**config.mk**
```make
export PLATFORM = sky130hd
export DESIGN_NAME = dmem_arbiter
export DESIGN_NICKNAME = d
export VERILOG_FILES = /design/src/rtl/dmem_arbiter_pkg.sv /design/src/rtl/dmem_rd_tracker.sv /design/src/rtl/dmem_arbiter.sv
export SDC_FILE = /design/constraint.sdc
export NUM_CORES = 1
export LEC_CHECK = 0
export CAP_MARGIN = 25
export CORE_UTILIZATION = 43
export CTS_BUF_LIST = sky130_fd_sc_hd__clkbuf_4
export DETAILED_ROUTE_END_ITERATION = 8
export PLACE_DENSITY = 0.89
export SKIP_CTS_REPAIR_TIMING = 1
export SYNTH_ARGS = -nofsm -noshare
export SYNTH_HDL_FRONTEND = slang
export SYNTH_SLANG_ARGS = --single-unit
```
**constraint.sdc**
```tcl
create_clock -name i_clk -period 2.6 [get_ports i_clk]
set_input_delay 0.52 -clock i_clk [delete_from_list [all_inputs] [get_ports i_clk]]
set_output_delay 0.52 -clock i_clk [all_outputs]
set_load 0.02 [all_outputs]
```
**src/rtl/dmem_arbiter_pkg.sv**
```systemverilog
// Shared constants for the data-memory arbiter: FSM state codes, owner IDs and
// latency counter sizing.
package dmem_arbiter_pkg;

  // Width of the read-latency counter; supports RD_LAT of 1..7.
  localparam int unsigned CNT_W = 3;

  // Read-tracker FSM states.
  localparam logic [0:0] ARB_IDLE    = 1'b0;
  localparam logic [0:0] ARB_RD_WAIT = 1'b1;

  // Requester identities, also used for the round-robin pointer.
  localparam logic OWN_C = 1'b0;
  localparam logic OWN_D = 1'b1;

  // Counter load value for a given read latency.
  function automatic logic [CNT_W-1:0] lat_load(input int unsigned lat);
    return CNT_W'(lat);
  endfunction

endpackage

```
**src/rtl/dmem_rd_tracker.sv**
```systemverilog
// Tracks one outstanding read: latency counter, owner, and per-port held
// read data. done marks the cycle the memory presents the read word.
module dmem_rd_tracker
  import dmem_arbiter_pkg::*;
#(
  parameter int unsigned WIDTH  = 32,
  parameter int unsigned RD_LAT = 1
) (
  input  logic             i_clk,
  input  logic             i_rstn,
  input  logic             i_issue,
  input  logic             i_owner,
  input  logic [WIDTH-1:0] i_m_rdata,
  output logic             o_busy,
  output logic             o_done,
  output logic             o_owner,
  output logic [WIDTH-1:0] o_c_rdata,
  output logic [WIDTH-1:0] o_d_rdata
);

  logic [0:0]       state_q, state_d;
  logic [CNT_W-1:0] cnt_q, cnt_d;
  logic             owner_q, owner_d;
  logic [WIDTH-1:0] c_rdata_q, c_rdata_d;
  logic [WIDTH-1:0] d_rdata_q, d_rdata_d;

  assign o_busy  = (state_q == ARB_RD_WAIT);
  assign o_done  = o_busy && (cnt_q == CNT_W'(1));
  assign o_owner = owner_q;

  // Return data bypasses straight from memory in the done cycle, then is held.
  assign o_c_rdata = (o_done && owner_q == OWN_C) ? i_m_rdata : c_rdata_q;
  assign o_d_rdata = (o_done && owner_q == OWN_D) ? i_m_rdata : d_rdata_q;

  // Next-state: count down, capture data on done, reload on a new issue.
  always_comb begin
    state_d   = state_q;
    cnt_d     = cnt_q;
    owner_d   = owner_q;
    c_rdata_d = c_rdata_q;
    d_rdata_d = d_rdata_q;
    if (o_busy) begin
      cnt_d = cnt_q - CNT_W'(1);
    end
    if (o_done) begin
      state_d = ARB_IDLE;
      if (owner_q == OWN_C) c_rdata_d = i_m_rdata;
      else                  d_rdata_d = i_m_rdata;
    end
    // A back-to-back issue in the done cycle overrides the return to idle.
    if (i_issue) begin
      state_d = ARB_RD_WAIT;
      cnt_d   = lat_load(RD_LAT);
      owner_d = i_owner;
    end
  end

  // State registers with synchronous active-low reset.
  always_ff @(posedge i_clk) begin
    if (!i_rstn) begin
      state_q   <= ARB_IDLE;
      cnt_q     <= '0;
      owner_q   <= OWN_C;
      c_rdata_q <= '0;
      d_rdata_q <= '0;
    end else begin
      state_q   <= state_d;
      cnt_q     <= cnt_d;
      owner_q   <= owner_d;
      c_rdata_q <= c_rdata_d;
      d_rdata_q <= d_rdata_d;
    end
  end

endmodule

```
**src/rtl/dmem_arbiter.sv**
```systemverilog
// Data-memory arbiter between the core load/store port (C) and a debug/DMA
// port (D). Fixed priority C > D by default; define DMEM_ARB_RR_EN for
// round-robin arbitration between the two ports.
module dmem_arbiter
  import dmem_arbiter_pkg::*;
#(
  parameter int unsigned WIDTH  = 32,
  parameter int unsigned ADD_W  = 32,
  parameter int unsigned RD_LAT = 1
) (
  input  logic             i_clk,
  input  logic             i_rstn,
  input  logic             i_c_req,
  input  logic             i_c_we,
  input  logic [ADD_W-1:0] i_c_add,
  input  logic [WIDTH-1:0] i_c_wdata,
  output logic             o_c_gnt,
  output logic             o_c_rvalid,
  output logic [WIDTH-1:0] o_c_rdata,
  output logic             o_c_stall,
  input  logic             i_d_req,
  input  logic             i_d_we,
  input  logic [ADD_W-1:0] i_d_add,
  input  logic [WIDTH-1:0] i_d_wdata,
  output logic             o_d_gnt,
  output logic             o_d_rvalid,
  output logic [WIDTH-1:0] o_d_rdata,
  output logic             o_m_en,
  output logic             o_m_we,
  output logic [ADD_W-1:0] o_m_add,
  output logic [WIDTH-1:0] o_m_wdata,
  input  logic [WIDTH-1:0] i_m_rdata
);

  logic             busy, done, trk_owner;
  logic [WIDTH-1:0] c_rdata_h, d_rdata_h;
  logic             can_grant, d_pick, c_gnt, d_gnt, gnt_any, sel_we, issue;
  logic [ADD_W-1:0] sel_add, add_q, add_d;
  logic [WIDTH-1:0] sel_wdata, wdata_q, wdata_d;
  logic             c_rvalid;

`ifdef DMEM_ARB_RR_EN
  logic ptr_q, ptr_d;
`endif

  // Arbitration: grant only when no read is pending or one completes now.
  always_comb begin
    can_grant = ~busy | done;
`ifdef DMEM_ARB_RR_EN
    // On contention the port that was not granted last wins.
    d_pick = i_d_req & (~i_c_req | (ptr_q == OWN_C));
`else
    d_pick = i_d_req & ~i_c_req;
`endif
    c_gnt     = i_rstn & can_grant & i_c_req & ~d_pick;
    d_gnt     = i_rstn & can_grant & d_pick;
    gnt_any   = c_gnt | d_gnt;
    sel_we    = d_pick ? i_d_we    : i_c_we;
    sel_add   = d_pick ? i_d_add   : i_c_add;
    sel_wdata = d_pick ? i_d_wdata : i_c_wdata;
    issue     = gnt_any & ~sel_we;
  end

  // Remember the last command address/data so the bus holds between grants.
  always_comb begin
    add_d   = add_q;
    wdata_d = wdata_q;
    if (gnt_any) begin
      add_d   = sel_add;
      wdata_d = sel_wdata;
    end
  end

  // Address/data hold registers.
  always_ff @(posedge i_clk) begin
    if (!i_rstn) begin
      add_q   <= '0;
      wdata_q <= '0;
    end else begin
      add_q   <= add_d;
      wdata_q <= wdata_d;
    end
  end

`ifdef DMEM_ARB_RR_EN
  // Round-robin pointer follows every grant.
  always_comb begin
    ptr_d = ptr_q;
    if (gnt_any) ptr_d = d_gnt ? OWN_D : OWN_C;
  end

  // Pointer register.
  always_ff @(posedge i_clk) begin
    if (!i_rstn) ptr_q <= OWN_C;
    else         ptr_q <= ptr_d;
  end
`endif

  dmem_rd_tracker #(
    .WIDTH  (WIDTH),
    .RD_LAT (RD_LAT)
  ) u_rd_tracker (
    .i_clk     (i_clk),
    .i_rstn    (i_rstn),
    .i_issue   (issue),
    .i_owner   (d_gnt ? OWN_D : OWN_C),
    .i_m_rdata (i_m_rdata),
    .o_busy    (busy),
    .o_done    (done),
    .o_owner   (trk_owner),
    .o_c_rdata (c_rdata_h),
    .o_d_rdata (d_rdata_h)
  );

  assign c_rvalid   = i_rstn & done & (trk_owner == OWN_C);
  assign o_c_rvalid = c_rvalid;
  assign o_d_rvalid = i_rstn & done & (trk_owner == OWN_D);
  assign o_c_rdata  = i_rstn ? c_rdata_h : '0;
  assign o_d_rdata  = i_rstn ? d_rdata_h : '0;
  assign o_c_gnt    = c_gnt;
  assign o_d_gnt    = d_gnt;

  assign o_m_en    = gnt_any;
  assign o_m_we    = gnt_any & sel_we;
  assign o_m_add   = gnt_any ? sel_add   : add_q;
  assign o_m_wdata = gnt_any ? sel_wdata : wdata_q;

  // Stall while C waits for a grant, or from its read grant until data returns.
  assign o_c_stall = i_rstn & ((i_c_req & ~c_gnt) | (c_gnt & ~i_c_we) |
                               (busy & (trk_owner == OWN_C) & ~c_rvalid));

endmodule
```
Word level (Yosys, flattened, before mapping)
Index checks and enable logic that the tools add are counted.
{"block": "op_classes", "add_sub_neg": 1, "eq_ne": 1, "mux": 14, "n_bitwise": 28, "n_reduce_logical": 8}
{"cell": "32-bit 2-to-1 mux", "count": 8}
{"cell": "1-bit bitwise AND", "count": 15}
{"cell": "1-bit inverter", "count": 9}
{"cell": "1-bit 2-to-1 mux", "count": 6}
{"cell": "1-bit bitwise OR", "count": 4}
{"cell": "2-bit AND reduction", "count": 2}
{"cell": "2-bit nonzero test", "count": 2}
{"cell": "3-bit by 1-bit == test with 1-bit output (second input constant)", "count": 1}
{"cell": "1-bit logical AND", "count": 3}
{"cell": "3-bit by 1-bit subtractor with 3-bit output (second input constant)", "count": 1}
{"cell": "2-bit OR reduction", "count": 1}
{"block": "word_totals", "regBits": 133, "in_bits": 166, "out_inout_bits": 135, "word_cells": 60}

Depth between registers and ports, before layout
Gate-level depths: netlist of run 1.
{"block": "depth", "depth_word": 11, "depth_mapped": 8}

Hierarchy
From an unflattened synthesis of run 1, not the netlist that was laid out.
{"block": "unflattened", "hier_cells": 671, "area_unflattened_um2": 6993.0}
{"mod": "dmem_arbiter", "instances": 1, "cells_each": 438, "area_per_inst_um2": 4129.0, "seq_area_each_um2": 1281.2}
{"mod": "dmem_rd_tracker", "instances": 1, "cells_each": 233, "area_per_inst_um2": 2864.0, "seq_area_each_um2": 1381.3}

Worst setup path before layout of run 1
No wires, ideal clock.
{"block": "synth_path", "path_type": "reg2out", "startpoint": "register u_rd_tracker.cnt_q[0]", "endpoint": "output port o_d_rdata[10]", "t_arrival_ns": 1.672, "slack_ns": 0.408, "path_stages_with_launch": 8, "n_path_buf": 2, "path_cell_list": "dfxtp_1 > ha_1 > nor2b_1 > and3_1 > clkbuf_1 > buf_2 > nand2_1 > a21oi_1"}
{"block": "synth_via", "elab_chain_cells": 5}
{"item": "start, declared", "line": "dmem_rd_tracker.sv:22", "text": "logic [CNT_W-1:0] cnt_q, cnt_d;"}
{"item": "start signal, assigned", "line": "dmem_rd_tracker.sv:68", "text": "cnt_q <= cnt_d;"}
{"item": "3-bit by 1-bit == test with 1-bit output", "line": "dmem_rd_tracker.sv:28", "text": "assign o_done = o_busy && (cnt_q == CNT_W'(1));"}
{"item": "1-bit logical AND", "line": "dmem_rd_tracker.sv:28"}
{"item": "1-bit logical AND", "line": "dmem_rd_tracker.sv:33", "text": "assign o_d_rdata = (o_done && owner_q == OWN_D) ? i_m_rdata : d_rdata_q;"}
{"item": "32-bit 2-to-1 mux", "line": "dmem_rd_tracker.sv:33"}
{"item": "32-bit 2-to-1 mux", "line": "dmem_arbiter.sv:119", "text": "assign o_d_rdata = i_rstn ? d_rdata_h : '0;"}
{"item": "end, declared", "line": "dmem_arbiter.sv:27", "text": "output logic [WIDTH-1:0] o_d_rdata,"}
Every way passes these cells.

Worst setup path in the final report of run 1
{"block": "layout_path", "startpoint": "register u_rd_tracker.cnt_q[0]", "endpoint": "output port o_m_wdata[2]"}
{"block": "layout_via", "elab_chain_cells": 8, "word_cells_on_any_way": 9}
{"item": "3-bit by 1-bit == test with 1-bit output (*)", "line": "dmem_rd_tracker.sv:28"}
{"item": "1-bit logical AND (*)", "line": "dmem_rd_tracker.sv:28"}
{"item": "1-bit bitwise OR (*)", "line": "dmem_arbiter.sv:48", "text": "can_grant = ~busy | done;"}
{"item": "1-bit bitwise AND (*)", "line": "dmem_arbiter.sv:55, dmem_arbiter.sv:56"}
{"item": "1-bit bitwise AND (2 in a row)", "line": "dmem_arbiter.sv:55", "text": "c_gnt = i_rstn & can_grant & i_c_req & ~d_pick;"}
{"item": "1-bit bitwise OR (*)", "line": "dmem_arbiter.sv:57", "text": "gnt_any = c_gnt | d_gnt;"}
{"item": "32-bit 2-to-1 mux (*)"}
{"item": "end, declared", "line": "dmem_arbiter.sv:31", "text": "output logic [WIDTH-1:0] o_m_wdata,"}
Mark *: on every way between the ends. The rest lies on a longest branch, timed or not.

==> impl_metrics.tcl, run 1 <==
set metrics [dict create \
    crit_type "flop to primary output" \
    worst_pin_slew_ns 0.589 \
    power_switching_w 0.00143 \
    wl_um 22700 \
    yosys_warnings 0 \
    cp.required_ns 2.08 \
    syn_area_mm2 0.00641 \
    drt-pass1-iter-count 4 \
    drv_slew 0 \
    via_count 6302 \
    synth_top_cell_area_share 0.415 \
    die_width_um 124 \
    synthDistinctLibCells 28 \
    p_int_w 0.00346 \
    clk_latency_ns 0.53 \
    vdd.ir_drop.worst_uv 265 \
    grt_max_degree 132 \
    ys_top_cells_by_area "dfxtp_1, mux2_4, mux2_2, a21oi_1, nand2_1" \
    synth_fp_nets 836 \
    final-hold-violation-count 0 \
    clkSinkCount 133 \
    p_leak_nw 4.80 \
    p_comb_frac 0.306 \
    power.density_mw_per_mm2 459 \
    synth_seq_cells 133 \
    synth_commonest_cells "dfxtp_1, a21oi_1, nand2_1, mux2_4, and2_1" \
    swShare 0.293 \
    p_seq_frac 0.441 \
    dieArea_mm2 0.0154 \
    drt-wirelength-per-cell_um 18.8 \
    worstHoldPathType "input pin to flop" \
    finalCriticalPeriod_ns 2.87 \
    synth_most_common_cell "dfxtp_1" \
    pre_cts_ws_ns -0.694 \
    rsz0062_at_grt "yes" \
    rows 44 \
    cts_root_buf "clkbuf_4" \
    fin_crit_sh 1.10 \
    drcViolationCount 0 \
    relSlewSlack 0.607 \
    gr-total-overflow 0 \
    clock_path_buffers 2 \
    max_freq_ghz 0.349 \
    fillers 968 \
    grt_pass1_wl_um 27900 \
    drtIter0Drc 357 \
    drive_gt1_frac 0.405 \
    critical_path_peak_fanout 12 \
    final.setup.worst_slack_ns -0.265 \
    cap_viol_max_count 0 \
    yosysTopAreaCell "dfxtp_1" \
    start_util 0.441 \
    portBuffers 300 \
    async_reset_ff_frac 0 \
    setup_viol 128 \
    finalClockSkew_ns 0.0165 \
    endpoint_kind "primary output" \
    synth_cells 668 \
    postSynthAreaPerCell_um2 9.60 \
    path_clk_slew_ns 0.11 \
    cts_tree "yes" \
    post_drt_via_cell_ratio 5.23 \
    ios 301 \
    grt_util_all_layers 0.239 \
    start_kind "flop" \
    core_mm2 0.0145 \
    cts_max_level 4 \
    grt_pass1_vias 5711 \
    antenna_found_initial 1 \
    violations "negative setup slack" \
    gp_congestion 0.819 \
    synth_ff_type "dfxtp_1" \
    nets 1175 \
    die_h_um 124 \
    fin_hold_ws_ns 0.396 \
    arrival_ns 2.35 \
    status "finished with violations" \
    area_delta_synth_final_pct 66.3 \
    dpl.hpwl_um 14100 \
    postRouteAntennaNets 0 \
    clockPowerShare 0.253 \
    seq_area_frac_synth 0.415 \
    synth-edff-count 0 \
    cts_buffers 17 \
]
## power by group through the flow
stage                     Clock (W)  Combinational, W  Sequential (W)
after global placement            0           0.00135         0.00220
after detailed placement          0           0.00138         0.00220
after CTS                   0.00126           0.00139         0.00215
final                       0.00124           0.00150         0.00216
after global routing        0.00136           0.00157         0.00217
after floorplan                   0          0.000712         0.00219
## path summary, 6_finish.rpt
kind                             startpoint                   endpoint  slack [ns]  cells past startpoint
hold / removal                       i_rstn        u_rd_tracker.o_busy        0.40                      4
setup / recovery      u_rd_tracker.cnt_q[0]               o_m_wdata[2]       -0.27                      7
setup reg to reg      u_rd_tracker.cnt_q[0]                wdata_q[30]        0.64                      8
hold reg to reg   u_rd_tracker.c_rdata_q[6]  u_rd_tracker.c_rdata_q[6]        0.47                      2
## through the flow
stage,cell area (um^2),utilization,total power [W],TNS (ns),std cells
after floorplan,6410,-,0.00290,0,668
after global placement,9880,0.680,0.00355,-40.57,1148
after detailed placement,9880,0.680,0.00358,-43.34,1148
after CTS,10100,0.696,0.00480,-90.33,1179
after global routing,10700,0.734,0.00509,-36.93,1204
final,10700,0.734,0.00489,-20.97,1204
## layout make-up
cell class / count / area (um^2) / area share
Antenna cell: 1 / 2.50 / 0.000235
Clock buffer: 20 / 150 / 0.0141
Clock inverter: 11 / 87.6 / 0.00821
Inverter: 3 / 12.5 / 0.00117
Multi-Input combinational cell: 483 / 3820 / 0.358
Sequential cell: 133 / 2660 / 0.250
Tap cell: 184 / 230 / 0.0216
Timing Repair Buffer: 369 / 3690 / 0.346
## layer usage
metal  vias to the layer above  global-route usage  routed length [um]
li1                       2949                   -                   -
met1                      2988               0.258                8310
met2                       291               0.415               11700
met3                        74              0.0737                1630
met4                         0               0.127                1050
met5                         -                   0                   0
## cell usage in the layout (no fill, tap or decap), drive strengths merged
master	Yosys	routed
nor3	1	1
clkdlybuf4s50	0	162
nand2b	4	4
mux2	128	128
and2	64	64
ha	2	2
and3	4	4
mux2i	1	1
a21oi	132	132
nand3	2	2
dfxtp	133	133
diode	0	1
clkinv	0	9
clkbuf	28	74
a31o	1	1
buf	21	140
nor2	5	5
a211oi	1	1
nand2	132	132
a2111oi	1	1
nor3b	1	1
nor2b	1	1
inv	3	2
clkinvlp	0	2
bufinv	0	1
xnor2	2	2
nand3b	1	1
dlymetal6s2s	0	13
## kinds of logic after synthesis
| group | share of synthesized area |
|---|---|
| xor+xnor | 0.00273 |
| flops | 0.415 |
| buf+inv | 0.0460 |
| compound gates | 0.108 |
| simple gates | 0.158 |
| mux | 0.266 |
| fa+ha+maj | 0.00390 |
## worst max-delay path, stage by stage, from the launching register on
cell      delay [ns]
dfxtp_1         0.40
ha_4            0.17
nand2b_4        0.07
a211oi_4        0.29
buf_12          0.20
buf_12          0.16
mux2_2          0.36
buf_4           0.17
## flip-flops by register name, indices dropped and copies added, names as in the netlist
name                    count
u_rd_tracker.cnt_q          3
wdata_q                    32
add_q                      32
u_rd_tracker.o_owner        1
u_rd_tracker.d_rdata_q     32
u_rd_tracker.c_rdata_q     32
u_rd_tracker.o_busy         1
Power figures use the tool's default switching activity.
==> inputs of run 2 (changes only) <==
Settings changed: CORE_UTILIZATION 43 to 40, PLACE_DENSITY 0.89 to 0.84, SLEW_MARGIN from default to 20.
==> run 2 against run 1 <==
Against the previous run:
- final area up 4.2%
- first-iteration DRC count down 42%
- sequential power hardly changed
- wire length rose by 3.2%
- the flow still finishes with violations (negative setup slack)
- critical path type unchanged
==> impl_metrics.tcl, run 2 (same netlist as run 1, synthesis figures left out) <==
set metrics [dict create \
    dieArea_mm2 0.0165 \
    area_delta_synth_final_pct 73.2 \
    min_path_cells 4 \
    fin_hold_ws_ns 0.393 \
    drtIter0Drc 206 \
    gr-total-overflow 0 \
    pre_cts_ws_ns -0.699 \
    cts_tree "yes" \
    final-hold-violation-count 0 \
    min_from "i_rstn" \
    dpl.hpwl_um 14900 \
    start_kind "flop" \
    rows 45 \
    multiInputGateArea_mm2 0.00394 \
    finalCriticalPeriod_ns 2.81 \
    worst_pin_slew_ns 0.739 \
    core_mm2 0.0154 \
    grt_max_degree 71 \
    portBuffers 300 \
    clkSinkCount 133 \
    p_leak_nw 4.84 \
    holdPathEnd "u_rd_tracker.o_busy" \
    reg2reg_depth 10 \
    rsz0062_at_grt "yes" \
    clk_latency_ns 0.54 \
    fin_crit_sh 1.08 \
    gp_congestion 0.836 \
    r2r_start "u_rd_tracker.cnt_q[1]" \
    via_count 6233 \
    start_util 0.416 \
    arrival_ns 2.29 \
    reg2reg_slack_ns 0.64 \
    violations "negative setup slack" \
    final_cell_mix "clkdlybuf4s50_1, dfxtp_1, nand2_1, a21oi_1, mux2_4" \
    finalClockSkew_ns 0.0235 \
    critical_path_peak_fanout 7 \
    power.density_mw_per_mm2 471 \
    cap_viol_max_count 0 \
    drt-wirelength-per-cell_um 18.9 \
    antenna_found_initial 2 \
    crit_path_start "u_rd_tracker.cnt_q[1]" \
    cp.required_ns 2.08 \
    status "finished with violations" \
    path_clk_slew_ns 0.11 \
    relSlewSlack 0.508 \
    drcViolationCount 0 \
    max_freq_ghz 0.356 \
    die_width_um 129 \
    clock_path_buffers 2 \
    crit_type "flop to primary output" \
    cts_buffers 17 \
    drv_slew 0 \
    register_area_mm2 0.00267 \
    cts_max_level 4 \
    nets 1182 \
    ios 301 \
    drive_gt1_frac 0.437 \
    vdd.ir_drop.worst_uv 290 \
    worstHoldPathType "input pin to flop" \
    endpoint_kind "primary output" \
    die_h_um 129 \
    final_common_cell "clkdlybuf4s50_1" \
    cts_root_buf "clkbuf_4" \
    fillers 1104 \
    post_drt_via_cell_ratio 5.03 \
    grt_util_all_layers 0.237 \
    wl_um 23400 \
    grt_pass1_wl_um 29800 \
    r2r-end "add_q[22]" \
    drt-pass1-iter-count 4 \
    final.setup.worst_slack_ns -0.209 \
    postRouteAntennaNets 0 \
    setup_viol 128 \
    place_inst 1167 \
    stdcell_count 1240 \
    grt_pass1_vias 5785 \
]
run 2: cell count changes in the layout (fill, tap and decap cells not counted), moves of 8 or more:
cell	before	now
a21oi_1	106	96
a21oi_2	25	33
buf_4	56	76
buf_6	59	87
clkbuf_2	48	15
dlymetal6s2s_1	13	4
mux2_2	47	39
mux2_4	81	89
nand2_1	108	100
run 2: how the worst max path moves through the flow:
stage	end	slack [ns]	depth (start not counted)
detailed placement	o_m_add[0]	-0.70	6
global placement	o_m_add[29]	-0.68	7
CTS	o_m_wdata[4]	-0.80	8
floorplan	o_d_rdata[10]	0.41	7
global route	o_d_rdata[28]	-0.35	10
finish	o_d_rdata[23]	-0.21	10
run 2: critical path: stages, from the launching register on:
cell       delay, ns
dfxtp_2         0.34
inv_2           0.06
ha_4            0.14
buf_4           0.11
nor2b_4         0.14
and3_4          0.29
clkbuf_16       0.21
buf_4           0.13
nand2_4         0.05
a21oi_2         0.16
buf_6           0.13
run 2: layout make-up:
class,instances,share of cell area
antenna,2,0.000450
clock inverter,15,0.0161
sequential,133,0.240
multi-input combinational,483,0.355
inverter,3,0.00113
clock buffer,17,0.0115
timing repair buffer,376,0.353
tap,211,0.0238
run 2: per-stage QoR:
stage / total power (W) / utilization / area, um^2 / setup TNS, ns
after global placement: 0.00355 / 0.637 / 9830 / -41.49
after CTS: 0.00507 / 0.657 / 10100 / -93.27
after detailed placement: 0.00357 / 0.637 / 9830 / -44.36
after floorplan: 0.00290 / - / 6410 / 0
after global routing: 0.00545 / 0.720 / 11100 / -33.67
final: 0.00524 / 0.720 / 11100 / -16.00
run 2: per-layer routing:
| metal | wire (um) | GRT usage | share of wire |
|---|---|---|---|
| met1 | 8670 | 0.244 | 0.37 |
| met2 | 12400 | 0.431 | 0.53 |
| met3 | 1600 | 0.0815 | 0.068 |
| met4 | 765 | 0.109 | 0.033 |
| met5 | 0 | 0 | 0 |
run 2: where the power goes:
group / internal [W] / switching, W / leakage, nW / total, W
clock: 0.000672 / 0.000827 / 0.156 / 0.00150
sequential: 0.00213 / 0.0000335 / 1.08 / 0.00216
combinational: 0.000916 / 0.000662 / 3.60 / 0.00158
==> inputs of run 3 (changes only) <==
Settings changed: CORE_UTILIZATION 40 to 32, PLACE_DENSITY 0.84 to 0.71.
Clock period 2.6 ns to 2.9 ns, I/O delays scaled along.
==> run 3 against run 2 <==
Against the previous run:
- the flow still finishes with violations (negative setup slack)
- sequential power fell by 11%
- first-iteration DRC count down 16%
- setup slack improved by 0.21 ns
- critical path depth down 2
- largest power group unchanged
- die area up 25%
- clock power shrank 15%
- register-to-register slack better by 0.32 ns
- sequential share of layout area is 1.6 points higher
- non-clock buffer count down 21
- global-route usage shrank 5.7 points
- wire length is 11% lower
- hold slack improved by 0.080 ns
==> impl_metrics.tcl, run 3 (same netlist as run 1, synthesis figures left out) <==
set metrics [dict create \
    drive_gt1_frac 0.340 \
    drt-wirelength-per-cell_um 16.3 \
    cap_viol_max_count 0 \
    die_width_um 144 \
    vdd.ir_drop.worst_uv 241 \
    utilization 0.534 \
    antenna_found_initial 1 \
    dieArea_mm2 0.0206 \
    via_count 5943 \
    grt_pass1_wl_um 28200 \
    path_buf_inv 4 \
    status "finished with violations" \
    path_clk_slew_ns 0.12 \
    endpoint_kind "primary output" \
    wl_um 20700 \
    fin_crit_sh 1.00 \
    rsz0062_at_grt "yes" \
    arrival_ns 2.32 \
    cp.required_ns 2.32 \
    final-hold-violation-count 0 \
    drv_slew 0 \
    postRouteAntennaNets 0 \
    portBuffers 300 \
    clkSinkCount 133 \
    violations "negative setup slack" \
    p_total_w 0.00444 \
    crit_family "buffers and inverters" \
    finalClockSkew_ns 0.0250 \
    clk_latency_ns 0.54 \
    core_mm2 0.0195 \
    gr-total-overflow 0 \
    start_util 0.328 \
    relSlewSlack 0.599 \
    p_leak_nw 5.03 \
    power.density_mw_per_mm2 426 \
    dpl.hpwl_um 13900 \
    clock_path_buffers 2 \
    grt_pass1_vias 5404 \
    final.setup.worst_slack_ns -0.000858 \
    post_drt_via_cell_ratio 4.67 \
    final_common_cell "clkdlybuf4s50_1" \
    path_cells "inv_2 > ha_4 > nand2b_4 > a211oi_4 > buf_6 > buf_4 > mux2_4 > dlymetal6s2s_1" \
    max_freq_ghz 0.345 \
    critical_path_peak_fanout 8 \
    start_kind "flop" \
    crit_type "flop to primary output" \
    area_delta_synth_final_pct 62.6 \
    die_h_um 144 \
    drt-pass1-iter-count 4 \
    cpMaxStageDelayCell "dfxtp_2" \
    gp_congestion 0.793 \
    nets 1161 \
    worst_pin_slew_ns 0.602 \
    grt_util_all_layers 0.179 \
    ios 301 \
    cts_tree "yes" \
    grt_max_degree 135 \
    cts_max_level 4 \
    final_cell_mix "clkdlybuf4s50_1, dfxtp_1, nand2_1, a21oi_1, mux2_4" \
    critPathMaxStageDelay_ns 0.34 \
    setup_viol 1 \
    drtIter0Drc 174 \
    cts_buffers 17 \
    rows 51 \
    worstHoldPathType "flop to flop" \
    drcViolationCount 0 \
    finalCriticalPeriod_ns 2.90 \
    cts_root_buf "clkbuf_4" \
]
[run 3: cell count changes in the layout (fill, tap and decap cells not counted), moves of 6 or more]
cell / before / now
a21oi_1: 96 / 118
a21oi_2: 33 / 14
buf_12: 16 / 10
buf_2: 4 / 13
buf_4: 76 / 42
buf_6: 87 / 34
clkbuf_16: 10 / 4
clkbuf_2: 15 / 38
dlymetal6s2s_1: 4 / 49
mux2_2: 39 / 59
mux2_4: 89 / 69
nand2_1: 100 / 118
nand2_4: 26 / 3
[run 3: metrics by stage]
step,area [um^2],cells,TNS [ns],hold WS [ns],setup slack [ns]
after floorplan,6410,668,0,0.444,0.648
after global placement,9810,1211,-29.38,0.450,-0.520
after detailed placement,9810,1211,-28.41,0.456,-0.500
after CTS,10100,1243,-59.34,0.474,-0.589
after global routing,10400,1272,-6.17,0.498,-0.140
final,10400,1272,-0.000858,0.473,-0.000858
[run 3: area by class of cell]
| type | count | area (um^2) |
|---|---|---|
| Antenna cell | 1 | 2.50 |
| Clock buffer | 17 | 128 |
| Clock inverter | 15 | 159 |
| Fill cell | 1795 | 9100 |
| Inverter | 3 | 13.8 |
| Multi-Input combinational cell | 483 | 3600 |
| Sequential cell | 133 | 2670 |
| Tap cell | 265 | 332 |
| Timing Repair Buffer | 355 | 3520 |
[run 3: metal layers]
layer  vias to the layer above  GRT usage  routed length, um
met5                         -          0                  0
met4                         0     0.0649                484
met1                      2788      0.194               8170
met3                        25     0.0783               1920
li1                       2924          -                  -
met2                       206      0.309              10100
[run 3: path summary, 6_finish.rpt]
check / cells after the start / slack (ns) / startpoint / to
worst max register to register: 9 / 0.96 / u_rd_tracker.cnt_q[1] / wdata_q[18]
worst min register to register: 2 / 0.47 / u_rd_tracker.c_rdata_q[3] / u_rd_tracker.c_rdata_q[3]
worst max-delay path: 8 / -0.0009 / u_rd_tracker.cnt_q[1] / o_m_wdata[30]
worst min-delay path: 2 / 0.47 / u_rd_tracker.c_rdata_q[3] / u_rd_tracker.c_rdata_q[3]
[run 3: where the power goes]
group,internal (W),switching (W),leakage (nW)
Sequential,0.00191,0.0000267,1.08
Clock,0.000463,0.000810,0.148
Combinational,0.000704,0.000528,3.80
[run 3: worst reg2reg max path: cells and delay by family (launching register included)]
family	cells	cell delay (ns)
flops	1	0.34
simple gates	2	0.21
compound gates	1	0.27
mux	1	0.32
fa+ha+maj	1	0.14
buf+inv	4	0.58
